--- src/rtl/timer_step_ctrl_if.sv ---
// Shared 8-bit incrementor bus: controller drives the operand, incrementor returns operand+1.
interface timer_step_ctrl_if;
    localparam int unsigned IW = 8;

    logic [IW-1:0] inc_a;
    logic [IW-1:0] inc_y;

    modport master (output inc_a, input inc_y);
    modport slave  (input inc_a, output inc_y);
endinterface

--- src/rtl/timer_step_ctrl.sv ---
// Two-mode timer sequencer: keeps the mm:ss count and time-shares one external
// incrementor for counting up (stopwatch) and down (countdown, x-1 = ~(~x+1)).
module timer_step_ctrl #(
    parameter int unsigned SEC_MAX = 59,
    parameter int unsigned MIN_MAX = 99
) (
    input  logic              clk,
    input  logic              rst_n,
    input  logic              tick,
    input  logic              start_stop,
    input  logic              clear,
    input  logic              mode,
    input  logic [6:0]        preset_min,
    input  logic [5:0]        preset_sec,
    timer_step_ctrl_if.master inc_bus,
    output logic [6:0]        min_o,
    output logic [5:0]        sec_o,
    output logic              running,
    output logic              busy,
    output logic              done
);
    localparam int unsigned MW = 7;
    localparam int unsigned SW = 6;
    localparam int unsigned IW = 8;
    localparam logic [SW-1:0] SEC_LAST = SW'(SEC_MAX);
    localparam logic [MW-1:0] MIN_LAST = MW'(MIN_MAX);

    typedef enum logic [2:0] {
        ST_IDLE, ST_RUN, ST_SEC_UPD, ST_MIN_UPD, ST_PAUSE, ST_DONE
    } state_e;

    state_e        state_q, state_d;
    logic [MW-1:0] min_q, min_d;
    logic [SW-1:0] sec_q, sec_d;
    logic          mode_q, mode_d;
    logic          tick_pend_q, tick_pend_d;
    logic          stop_pend_q, stop_pend_d;
    logic [IW-1:0] inc_a_q, inc_a_d;
    logic          running_q, running_d;
    logic          busy_q, busy_d;
    logic          done_q, done_d;
    logic          stop_req;
    logic [SW-1:0] sec_dec;
    logic          unused_inc_msb;

    // Seconds field after a decrement: ~(~sec + 1).
    assign sec_dec        = ~inc_bus.inc_y[SW-1:0];
    assign unused_inc_msb = inc_bus.inc_y[IW-1];

    // Next state, count update, pending flags and registered output values.
    always_comb begin
        state_d     = state_q;
        min_d       = min_q;
        sec_d       = sec_q;
        mode_d      = mode_q;
        tick_pend_d = tick_pend_q;
        stop_pend_d = stop_pend_q;
        inc_a_d     = '0;
        stop_req    = stop_pend_q | start_stop;

        case (state_q)
            ST_IDLE: begin
                if (start_stop) begin
                    mode_d = mode;
                    if (!mode) begin
                        min_d   = '0;
                        sec_d   = '0;
                        state_d = ST_RUN;
                    end else begin
                        min_d   = preset_min;
                        sec_d   = preset_sec;
                        state_d = (preset_min == '0 && preset_sec == '0) ? ST_DONE : ST_RUN;
                    end
                end
            end
            ST_RUN: begin
                if (tick || tick_pend_q) begin
                    state_d     = ST_SEC_UPD;
                    tick_pend_d = 1'b0;
                    if (start_stop) stop_pend_d = 1'b1;
                end else if (start_stop) begin
                    state_d = ST_PAUSE;
                end
            end
            ST_SEC_UPD: begin
                if (tick) tick_pend_d = 1'b1;
                if (!mode_q) begin
                    if (sec_q != SEC_LAST) begin
                        sec_d   = inc_bus.inc_y[SW-1:0];
                        state_d = ST_RUN;
                    end else if (min_q != MIN_LAST) begin
                        sec_d   = '0;
                        state_d = ST_MIN_UPD;
                    end else begin
                        state_d = ST_DONE;
                    end
                end else begin
                    if (sec_q != '0) begin
                        sec_d   = sec_dec;
                        state_d = (min_q == '0 && sec_dec == '0) ? ST_DONE : ST_RUN;
                    end else begin
                        sec_d   = SEC_LAST;
                        state_d = ST_MIN_UPD;
                    end
                end
            end
            ST_MIN_UPD: begin
                if (tick) tick_pend_d = 1'b1;
                min_d   = mode_q ? ~inc_bus.inc_y[MW-1:0] : inc_bus.inc_y[MW-1:0];
                state_d = ST_RUN;
            end
            ST_PAUSE: begin
                if (start_stop) state_d = ST_RUN;
            end
            ST_DONE: begin
                if (start_stop) begin
                    state_d = ST_IDLE;
                    min_d   = '0;
                    sec_d   = '0;
                end
            end
            default: state_d = ST_IDLE;
        endcase

        // A stop seen during an update turns the return to RUN into PAUSE.
        if (state_q == ST_SEC_UPD || state_q == ST_MIN_UPD) begin
            if (state_d == ST_RUN && stop_req) begin
                state_d     = ST_PAUSE;
                stop_pend_d = 1'b0;
            end else if (state_d == ST_MIN_UPD) begin
                stop_pend_d = stop_req;
            end else begin
                stop_pend_d = 1'b0;
            end
        end

        // Nothing stays pending into a state that does not count.
        if (state_d == ST_PAUSE || state_d == ST_DONE || state_d == ST_IDLE) begin
            tick_pend_d = 1'b0;
            stop_pend_d = 1'b0;
        end

        if (clear) begin
            state_d     = ST_IDLE;
            min_d       = '0;
            sec_d       = '0;
            tick_pend_d = 1'b0;
            stop_pend_d = 1'b0;
        end

        case (state_d)
            ST_SEC_UPD: inc_a_d = mode_q ? ~{2'b00, sec_q} : {2'b00, sec_q};
            ST_MIN_UPD: inc_a_d = mode_q ? ~{1'b0, min_q} : {1'b0, min_q};
            default:    inc_a_d = '0;
        endcase

        running_d = (state_d == ST_RUN) || (state_d == ST_SEC_UPD) || (state_d == ST_MIN_UPD);
        busy_d    = (state_d == ST_SEC_UPD) || (state_d == ST_MIN_UPD);
        done_d    = (state_d == ST_DONE);
    end

    // State and output registers.
    always_ff @(posedge clk or negedge rst_n) begin
        if (!rst_n) begin
            state_q     <= ST_IDLE;
            min_q       <= '0;
            sec_q       <= '0;
            mode_q      <= 1'b0;
            tick_pend_q <= 1'b0;
            stop_pend_q <= 1'b0;
            inc_a_q     <= '0;
            running_q   <= 1'b0;
            busy_q      <= 1'b0;
            done_q      <= 1'b0;
        end else begin
            state_q     <= state_d;
            min_q       <= min_d;
            sec_q       <= sec_d;
            mode_q      <= mode_d;
            tick_pend_q <= tick_pend_d;
            stop_pend_q <= stop_pend_d;
            inc_a_q     <= inc_a_d;
            running_q   <= running_d;
            busy_q      <= busy_d;
            done_q      <= done_d;
        end
    end

    assign inc_bus.inc_a = inc_a_q;
    assign min_o         = min_q;
    assign sec_o         = sec_q;
    assign running       = running_q;
    assign busy          = busy_q;
    assign done          = done_q;
endmodule

--- src/flat_wrapper.sv ---
// flat-port wrapper written by rule: the top's interface ports become plain ports
module timer_step_ctrl_flat 
#(
    parameter int unsigned SEC_MAX = 59,
    parameter int unsigned MIN_MAX = 99
)
  (clk, rst_n, tick, start_stop, clear, mode, preset_min, preset_sec, min_o, sec_o, running, busy, done, inc_bus_inc_a, inc_bus_inc_y);
  timer_step_ctrl_if inc_bus_i ();
  input  logic clk;
  input  logic rst_n;
  input  logic tick;
  input  logic start_stop;
  input  logic clear;
  input  logic mode;
  input  logic [6:0] preset_min;
  input  logic [5:0] preset_sec;
  output logic [6:0] min_o;
  output logic [5:0] sec_o;
  output logic running;
  output logic busy;
  output logic done;
  output wire logic [$bits(inc_bus_i.inc_a)-1:0] inc_bus_inc_a;
  input wire logic [$bits(inc_bus_i.inc_y)-1:0] inc_bus_inc_y;
  assign inc_bus_inc_a = inc_bus_i.inc_a;
  assign inc_bus_i.inc_y = inc_bus_inc_y;
  timer_step_ctrl #(.SEC_MAX(SEC_MAX), .MIN_MAX(MIN_MAX)) u_core (.clk(clk), .rst_n(rst_n), .tick(tick), .start_stop(start_stop), .clear(clear), .mode(mode), .preset_min(preset_min), .preset_sec(preset_sec), .inc_bus(inc_bus_i), .min_o(min_o), .sec_o(sec_o), .running(running), .busy(busy), .done(done));
endmodule
--- config.mk ---
export PLATFORM = sky130hd
export DESIGN_NAME = timer_step_ctrl_flat
export DESIGN_NICKNAME = d
export VERILOG_FILES = /design/src/rtl/timer_step_ctrl_if.sv /design/src/rtl/timer_step_ctrl.sv /design/src/flat_wrapper.sv
export SDC_FILE = /design/constraint.sdc
export NUM_CORES = 1
export LEC_CHECK = 0
export CORE_ASPECT_RATIO = 1.75
export CORE_MARGIN = 5
export CORE_UTILIZATION = 49
export DETAILED_ROUTE_END_ITERATION = 16
export GPL_TIMING_DRIVEN = 0
export PLACE_DENSITY = 0.82
export SLEW_MARGIN = 25
export SYNTH_ARGS = -nofsm -noshare
export SYNTH_HDL_FRONTEND = slang
export SYNTH_SLANG_ARGS = --single-unit
--- constraint.sdc ---
create_clock -name clk -period 2.7 [get_ports clk]
set_clock_uncertainty 0.15 [all_clocks]
set_input_delay 0.54 -clock clk [delete_from_list [all_inputs] [get_ports clk]]
set_output_delay 0.54 -clock clk [all_outputs]
set_load 0.01 [all_outputs]
# Yosys cells after proc, flatten, opt, wreduce, memory -nomap -nowiden
# Index checks and enable logic that the tools add are counted.
# word_totals
regBits	30
out_inout_bits	24
input_bits	27
# classes
n_eq_ne	20
n_reduce_logical	29
n_mux	47
n_bitwise	5
# op_table
operator	count
6-bit 2-to-1 mux	8
3-bit 2-to-1 mux	15
7-bit 2-to-1 mux	5
4-bit nonzero test	6
7-bit case mux with 3 select lines	1
3-bit case mux with 6 select lines	1
6-bit case mux with 3 select lines	1
8-bit 2-to-1 mux	2
8-bit case mux with 2 select lines	1
3-bit by 2-bit == test with 1-bit output (second input constant)	5
3-bit == test (second input constant)	5
7-bit logical NOT	2
6-bit logical NOT	2
1-bit 2-to-1 mux	12
3-bit by 1-bit == test with 1-bit output (second input constant)	3
3-bit AND reduction	3
6-bit NOT with 8-bit output	1
7-bit NOT with 8-bit output	1
1-bit logical OR	7
7-bit inequality test (second input constant)	1
7-bit NOT	1
3-bit logical NOT	2
3-bit inequality test (second input constant)	2
6-bit inequality test (second input constant)	1
other kinds (11)	13

# Logic depth before layout (Yosys ltp)
# logic_depth
ltp_word	16
ltp_mapped	8
depth_no_buf	6

# Least setup slack after synthesis
# No wires, ideal clock.
# synth_timing
path_kind	reg-to-reg
from	register u_core.min_q[3] (netlist: u_core.min_o[3])
to	register u_core.inc_a_q[0] (netlist: u_core.inc_bus.inc_a[0])
path_buffers	0
slack_ps	270
arrival_ps	2142
path_stages_with_launch	7
period_less_slack_ps	2430
t_required_ps	2411
setup_time_ps	139
cell_sequence	dfrtp_1 > or3_1 > or4_4 > a211oi_4 > o211ai_1 > a21oi_1 > nor3b_2
# synth_between
elab_chain_len	13
elab_cells_between_ends	17
# synth_lines
item	line	rtl
start: declaration	timer_step_ctrl.sv:33	logic [MW-1:0] min_q, min_d;
start signal: assignment	timer_step_ctrl.sv:177	min_q <= min_d;
7-bit logical NOT	timer_step_ctrl.sv:100	state_d = (min_q == '0 && sec_dec == '0) ? ST_DONE : ST_RUN;
1-bit logical AND	timer_step_ctrl.sv:100	
3-bit 2-to-1 mux	timer_step_ctrl.sv:100	
3-bit 2-to-1 mux	timer_step_ctrl.sv:98	if (sec_q != '0) begin
3-bit 2-to-1 mux (*)	timer_step_ctrl.sv:87	if (!mode_q) begin
3-bit case mux with 6 select lines (*)	timer_step_ctrl.sv:61	case (state_q)
3-bit by 1-bit == test with 1-bit output	timer_step_ctrl.sv:127	if (state_d == ST_RUN && stop_req) begin
1-bit logical AND	timer_step_ctrl.sv:127	
3-bit 2-to-1 mux	timer_step_ctrl.sv:127	
3-bit 2-to-1 mux (*)	timer_step_ctrl.sv:126	if (state_q == ST_SEC_UPD || state_q == ST_MIN_UPD) begin
3-bit 2-to-1 mux (*)	timer_step_ctrl.sv:143	if (clear) begin
3-bit by 2-bit == test with 1-bit output	timer_step_ctrl.sv:151	case (state_d)
8-bit case mux with 2 select lines (*)	timer_step_ctrl.sv:151	
via u_core.inc_a_d[0]	timer_step_ctrl.sv:38	logic [IW-1:0] inc_a_q, inc_a_d;
end signal: assignment	timer_step_ctrl.sv:182	inc_a_q <= inc_a_d;
end: declaration	timer_step_ctrl.sv:38	
# The timed path passes the listed nets; every way through them passes the cells marked *.
# A chain may end at the register's enable or synchronous reset.

# Worst setup path after layout
# layout_timing
from	input port tick
to	register u_core.inc_a_q[5] (netlist: u_core.inc_bus.inc_a[5])
# layout_between
elab_chain_len	10
elab_cells_between_ends	11
# layout_lines
item	line	rtl
start: declaration	flat_wrapper.sv:11	input logic tick;
1-bit logical OR (*)	timer_step_ctrl.sv:77	if (tick || tick_pend_q) begin
3-bit 2-to-1 mux (*)	timer_step_ctrl.sv:77	
3-bit case mux with 6 select lines (*)	timer_step_ctrl.sv:61	
3-bit by 1-bit == test with 1-bit output	timer_step_ctrl.sv:127	
1-bit logical AND	timer_step_ctrl.sv:127	
3-bit 2-to-1 mux	timer_step_ctrl.sv:127	
3-bit 2-to-1 mux (*)	timer_step_ctrl.sv:126	
3-bit 2-to-1 mux (*)	timer_step_ctrl.sv:143	
3-bit by 2-bit == test with 1-bit output	timer_step_ctrl.sv:151	
8-bit case mux with 2 select lines (*)	timer_step_ctrl.sv:151	
via u_core.inc_a_d[5]	timer_step_ctrl.sv:38	
# Marks and branches as above.

==> flow_summary_export.csv <==
group,metric,value,unit
place,dp_hpwl,4230,um
critical_path,crit_type,"primary input to register",
timing,setup_tns,0,ns
yosys,ys.flop_type,"dfrtp_1",
layout,drive_gt1_frac,0.09609,
yosys,synth_edf_count,0,
layout,stdcell_area,2620,sq um
floorplan,num_io_pins,51,
power,netSwitchingPower,414.5,uW
yosys,synth-seq-area-share,0.3886,
power,power_frac_seq,0.382,
route,drtPass1Iterations,5,
worst_hold_path,hp-class,"primary input to asynchronous set/reset pin",
yosys,synth_warnings,0,
critical_path,start_kind,"primary input",
clock_tree,clk_path_buf_depth,2,
timing,max_slew_margin,0.5744,
clock_tree,cts_tree,"built",
timing,setup_viol,0,
yosys,syn_inst,223,
timing,fmax,388.6,MHz
power,power.density,507.1,nW/um^2
critical_path,end_kind,"register",
clock_tree,clk_latency,0.28,ns
layout,n_fill_cell,323,
layout,synthToLayoutAreaGrowth,35.62,%
timing,maxSlewViolCount,0,
place,placed_area,2467,sq um
yosys,synth_cell_types,45,
critical_path,crit_required,2.70,ns
yosys,syn_nets,250,
timing,worst_slew_pin_slew,0.6385,ns
global_route,grt_max_degree,31,
timing,finalCriticalPeriod,2.573,ns
clock_tree,htreeDepth,2,
yosys,synthesis.area,1932,sq um
route,antenna_left,0,
timing,hold_viol,0,
global_route,antenna_found_initial,0,
floorplan,die_y,93.06,um
layout,fin_nets,307,
floorplan,rows,30,
route,vias,2034,
power,switching_share,0.3120,
place,io_buffers,48,
power,leakagePower,1.034,nW
layout,diodes,0,
floorplan,core,3866,sq um
place,gp_routability_congestion,0.9284,
global_route,grt_pass1_wl,8797,um
yosys,ys_ff_latch,30,
floorplan,fp.dieW,57.47,um
yosys,async_flop_share,1.000,
clock_tree,cts.sinks,30,
floorplan,initial_core_util,0.4997,
job,maxCapViolCount,0,
global_route,grt_usage,0.2147,
route,drc,0,
power,pwr-share-clk,0.316,
critical_path,path_max_fanout,10,
clock_tree,cts_buffers,5,
floorplan,dieArea,5348,sq um
timing,post-route-period-util,0.9530,
power,intPower,914.2,uW
route,routed_wl,5612,um
clock_tree,worst_setup_hold_path_clk_slew,0.06,ns
layout,final_util,0.6777,
route,drt_iter0_markers,122,
clock_tree,clockRootBuffer,"clkbuf_8",
power,vdd_drop_max,0.3150,mV
critical_path,rr_worst_depth,6,
route,routed_via_density,6.182,
yosys,syn_area_per_cell,8.663,sq um
route,routedWlPerCell,17.06,um
critical_path,arrival,2.57,ns
global_route,grt-ovfl-total,0,
power,power,1.329,mW
global_route,first_global_vias,1969,
power,p_comb_frac,0.302,
run_status,outcome,"completed",
==> power groups by stage <==
stage | Combinational (mW) | Sequential [mW] | Clock, mW
6_report | 0.401 | 0.507 | 0.420
3_5_place_dp | 0.387 | 0.512 | 0
3_3_place_gp | 0.382 | 0.512 | 0
2_1_floorplan | 0.231 | 0.515 | 0
5_1_grt | 0.438 | 0.512 | 0.444
4_1_cts | 0.390 | 0.505 | 0.422
==> kinds of logic (layout without fill, tap and decap cells) <==
family                 after synthesis  in the layout  share of synthesized area
multiplexers                         1              1                   0.005182
flip-flops                          30             30                     0.3886
XOR/XNOR                             9              9                    0.04081
AO/OA/AOI/OAI                       79             80                     0.2837
AND/OR/NAND/NOR                     81             81                     0.2351
buffers and inverters               23             80                    0.04663
==> registers in the layout (all words and copies together) (netlist names) <==
signal and flops:
u_core.busy 1, u_core.done 1, u_core.inc_bus.inc_a 8, u_core.min_o 7, u_core.mode_q 1, u_core.running 1, u_core.sec_o 6, u_core.state_q 3
u_core.stop_pend_q 1, u_core.tick_pend_q 1
==> per-stage QoR <==
step                cells  setup slack (ns)  hold slack, ns
global placement      319           -0.1029          0.3872
finish                329            0.1269          0.1253
CTS                   327           0.06813          0.1484
detailed placement    319           -0.1360          0.4118
global route          329         -0.002623          0.1824
floorplan             223            0.2699         0.09441
==> synth_stat cells (2+ instances only) <==
cell type	instances	area share
dfrtp_1	30	0.39
nor2_1	24	0.047
a21oi_1	21	0.054
nand2_1	13	0.025
inv_1	10	0.019
o21ai_0	10	0.026
clkbuf_1	8	0.016
o211ai_1	8	0.031
xnor2_1	8	0.036
a22o_1	7	0.032
nand3_1	7	0.018
o22ai_1	7	0.023
a221o_1	6	0.031
a22oi_1	6	0.023
nor3b_2	6	0.039
nor3_1	5	0.013
nor4_1	5	0.016
nand2b_1	4	0.013
or3_1	4	0.013
a31oi_1	3	0.0097
buf_2	3	0.0078
and4_1	2	0.0091
nand4_1	2	0.0065
nor2b_1	2	0.0065
o21a_1	2	0.0078
==> metal layers <==
metal | part of all wire | routed length, um | track usage | vias up
li1 | - | - | - | 950
met2 | 0.55 | 3080 | 0.3877 | 106
met3 | 0.064 | 360 | 0.04282 | 24
met1 | 0.34 | 1898 | 0.2039 | 954
met4 | 0.049 | 273 | 0.1625 | 0
met5 | 0 | 0 | 0 | -
==> timing repair <==
action                     4_1_cts  5_1_grt
pin swaps                        0        3
hold buffers                     0        0
gates resized for setup          1        3
cloned                           0        1
setup buffers                    0        1
setup endpoints to repair        2        8
==> worst paths after layout <==
check	startpoint	end	slack (ns)
setup / recovery	tick	u_core.inc_bus.inc_a[5]	0.13
max in group asynchronous	rst_n	u_core.inc_bus.inc_a[1]	1.85
min in group clk	u_core.stop_pend_q	u_core.stop_pend_q	0.43
setup reg to reg	u_core.min_o[3]	u_core.inc_bus.inc_a[1]	0.13
hold reg to reg	u_core.stop_pend_q	u_core.stop_pend_q	0.43
hold / removal	rst_n	u_core.mode_q	0.13
==> placed cells by master, fill, tap and decap left out, drive strengths merged, types with 2 or more instances in the layout <==
cell / Yosys / layout
clkdlybuf4s50: 0 / 47
dfrtp: 30 / 30
nor2: 24 / 24
a21oi: 21 / 21
clkbuf: 8 / 16
nand2: 13 / 13
o21ai: 11 / 11
inv: 10 / 10
o211ai: 8 / 8
xnor2: 8 / 8
nand3: 7 / 7
o22ai: 7 / 7
a22o: 7 / 7
nor3b: 7 / 7
a22oi: 7 / 7
a221o: 6 / 6
buf: 4 / 6
nor3: 5 / 5
nor4: 5 / 5
or3: 4 / 4
nand2b: 4 / 4
a31oi: 3 / 3
and4: 2 / 2
nor2b: 2 / 2
nand4: 2 / 2
o21a: 2 / 2
a211oi: 1 / 2
and2: 2 / 2
==> area by class of cell <==
class	instances	area (sq um)	area share
tap	48	60.06	0.02292
timing repair buffer	49	483.0	0.1843
multi-input combinational	171	1126	0.4298
sequential	30	750.7	0.2865
buffer	12	48.80	0.01862
inverter	11	41.29	0.01576
clock buffer	8	110.1	0.04203
==> critical path, cell delays in order <==
cell and delay [ns]:
clkdlybuf4s50_1 0.50, nor2_1 0.08, o211ai_1 0.32, nand2_1 0.21
clkbuf_1 0.26, a221o_1 0.41, a21oi_1 0.18, nor3b_2 0.06
No activity file was read; power rests on OpenSTA's default activity.
==> variant (same settings) <==
Remove the register `busy_q`: a continuous assignment takes its place, so the output `busy` follows one clock earlier.
--- a/src/rtl/timer_step_ctrl.sv
+++ b/src/rtl/timer_step_ctrl.sv
@@ -171,5 +171,4 @@
             inc_a_q     <= '0;
             running_q   <= 1'b0;
-            busy_q      <= 1'b0;
             done_q      <= 1'b0;
         end else begin
@@ -182,8 +181,9 @@
             inc_a_q     <= inc_a_d;
             running_q   <= running_d;
-            busy_q      <= busy_d;
             done_q      <= done_d;
         end
     end
+
+    assign busy_q = busy_d;
 
     assign inc_bus.inc_a = inc_a_q;
Check against the original RTL: not equivalent (Yosys sat finds a counterexample within 4 cycles, from zero or initial values and one cycle with rst_n low).
==> variant against the unedited design <==
- the flow now finishes with violations (negative setup slack)
- sequential cell count down 1
- synthesized area shrank 1.3%
- routed wire length increased by 11%
- count of clock-buffer cells in the layout is 1 lower
- total power decreased by 2.4%
- design area increased by 4.0%
- worst setup slack got worse by 170 ps
- combinational power rose by 13%
- critical path type is now reg -> out
- largest power group unchanged
==> variant: results (changes against the unedited design) <==
- Sequential fraction of the synthesis area: 38.1% (-0.80 points)
- Reg2reg setup slack: 60 ps (-70 ps)
- Setup TNS Final: -40.0 ps (-40.0 ps)
- Layout fillers: 312 (-3.4%)
- Top cells by count, synth: dfrtp_1 (29), nor2_1 (24), a21oi_1 (21)
- Tot GR Track Use: 23.6% (+2.1 points)
- Syn nets: 249 (-0.40%)
- Later-pin clock latency in the skew report: 280 ps (about the same)
- Adder-Cell Fraction of Synth Area: 0% (unchanged)
- First-pass GRT wire length: 9.58 mm (+8.9%)
- Worst r2r src: u_core.mode_q
- Area post-placement: 2440 µm² (-1.0%)
- Worst slack, placed: -665 ps (-529 ps)
- Worst path max stage delay: 420 ps (-80 ps)
- Routability congestion estimate: 0.888 (-4.4%)
- Worst-margin pin slew: 628 ps (-10.0 ps)
- Slowest-stage cell, CP: dfrtp_2
- Mux cell area share after synthesis: 0.525% (+0.0068 points)
- Worst-path clk slew: 60 ps (about the same)
- Setup violators final: 1 (+1)
- CP startpoint: u_core.mode_q
- Setup slack after layout: -40.0 ps (-167 ps)
- Largest cells by area after synthesis: dfrtp_1 (38%), a21oi_1 (5.5%), nor2_1 (4.7%)
- Total number of vias: 2134 (+4.9%)
- Layout Cells excl Fill: 343 (+4.3%)
- Outcome: complete, but fails checks
- WL/cell: 18.1 µm (+6.0%)
- Worst Path Max Fanout: 2 (-8)
- 1st-iter DRT viols: 159 (+30%)
- Leak: 1.09 nW (+5.1%)
- Syn Inst Count: 222 (-0.45%)
- Async SR Flop Fraction: 100% (unchanged)
- Synth Area in Compound Gates: 28.7% (+0.37 points)
- Nets: 322 (+4.9%)
- Fraction of layout cells with a size suffix above 1: 18.0% (+8.4 points)
- Failing checks: negative setup slack
- IO buf count: 48 (unchanged)
- Largest net degree at the start of global routing: 30 (-3.2%)
- Hpwl dp: 4.23 mm (about the same)
- Xor/xnor share of the synthesized area: 4.13% (+0.054 points)
- WP data arrival: 2050 ps (-520 ps)
- Maximum vdd drop: 0.000300 V (-4.9%)
- H-tree levels: 2 (unchanged)
==> variant: layer usage <==
layer	part of all wire (%)	track usage, %	vias to the layer above	wire (µm)
met2	55	44.9	121	3400
li1	-	-	976	-
met4	5.0	15.9	0	310
met3	6.9	4.32	32	430
met1	33	21.3	1005	2060
met5	0	0	-	0
==> variant: power by group <==
group / switching, mW / internal, mW
combinational: 0.246 / 0.209
sequential: 0.0267 / 0.464
clock: 0.151 / 0.201
==> variant: final timing paths <==
check	to	depth (start not counted)
max	busy	7
min	u_core.tick_pend_q	1
max reg2reg	u_core.inc_bus.inc_a[5]	8
min reg2reg	u_core.stop_pend_q	2
max in group asynchronous	u_core.sec_o[3]	1
min in group clk	u_core.stop_pend_q	2
==> variant: logic make-up after synthesis <==
kind of cell	count (synthesis)
simple gates	81
compound gates	79
flops	29
buf+inv	23
xor+xnor	9
mux	1
==> variant: final cells by class <==
type / instances / area, µm² / area share [%]
tap: 48 / 60.1 / 2.20
inverter: 11 / 41.3 / 1.52
sequential: 29 / 733 / 26.9
multi-input combinational: 171 / 1140 / 42.0
timing repair buffer: 67 / 619 / 22.7
buffer: 10 / 41.3 / 1.52
clock buffer: 7 / 86.3 / 3.17
==> variant: critical path, delay by kind of cell, from the launching register on <==
kind | cells | cell delay, ps
DFF | 1 | 420
AOI/OAI and AO/OA | 3 | 590
and+or+nand+nor | 2 | 600
buffers and inverters | 2 | 160
==> variant: timing repair <==
item,in CTS,in global routing
gates cloned,0,1
hold endpoints to repair,0,0
pin swaps,7,8
resized for setup,14,6
buffers inserted,18,3
endpoints found under the setup margin,2,7
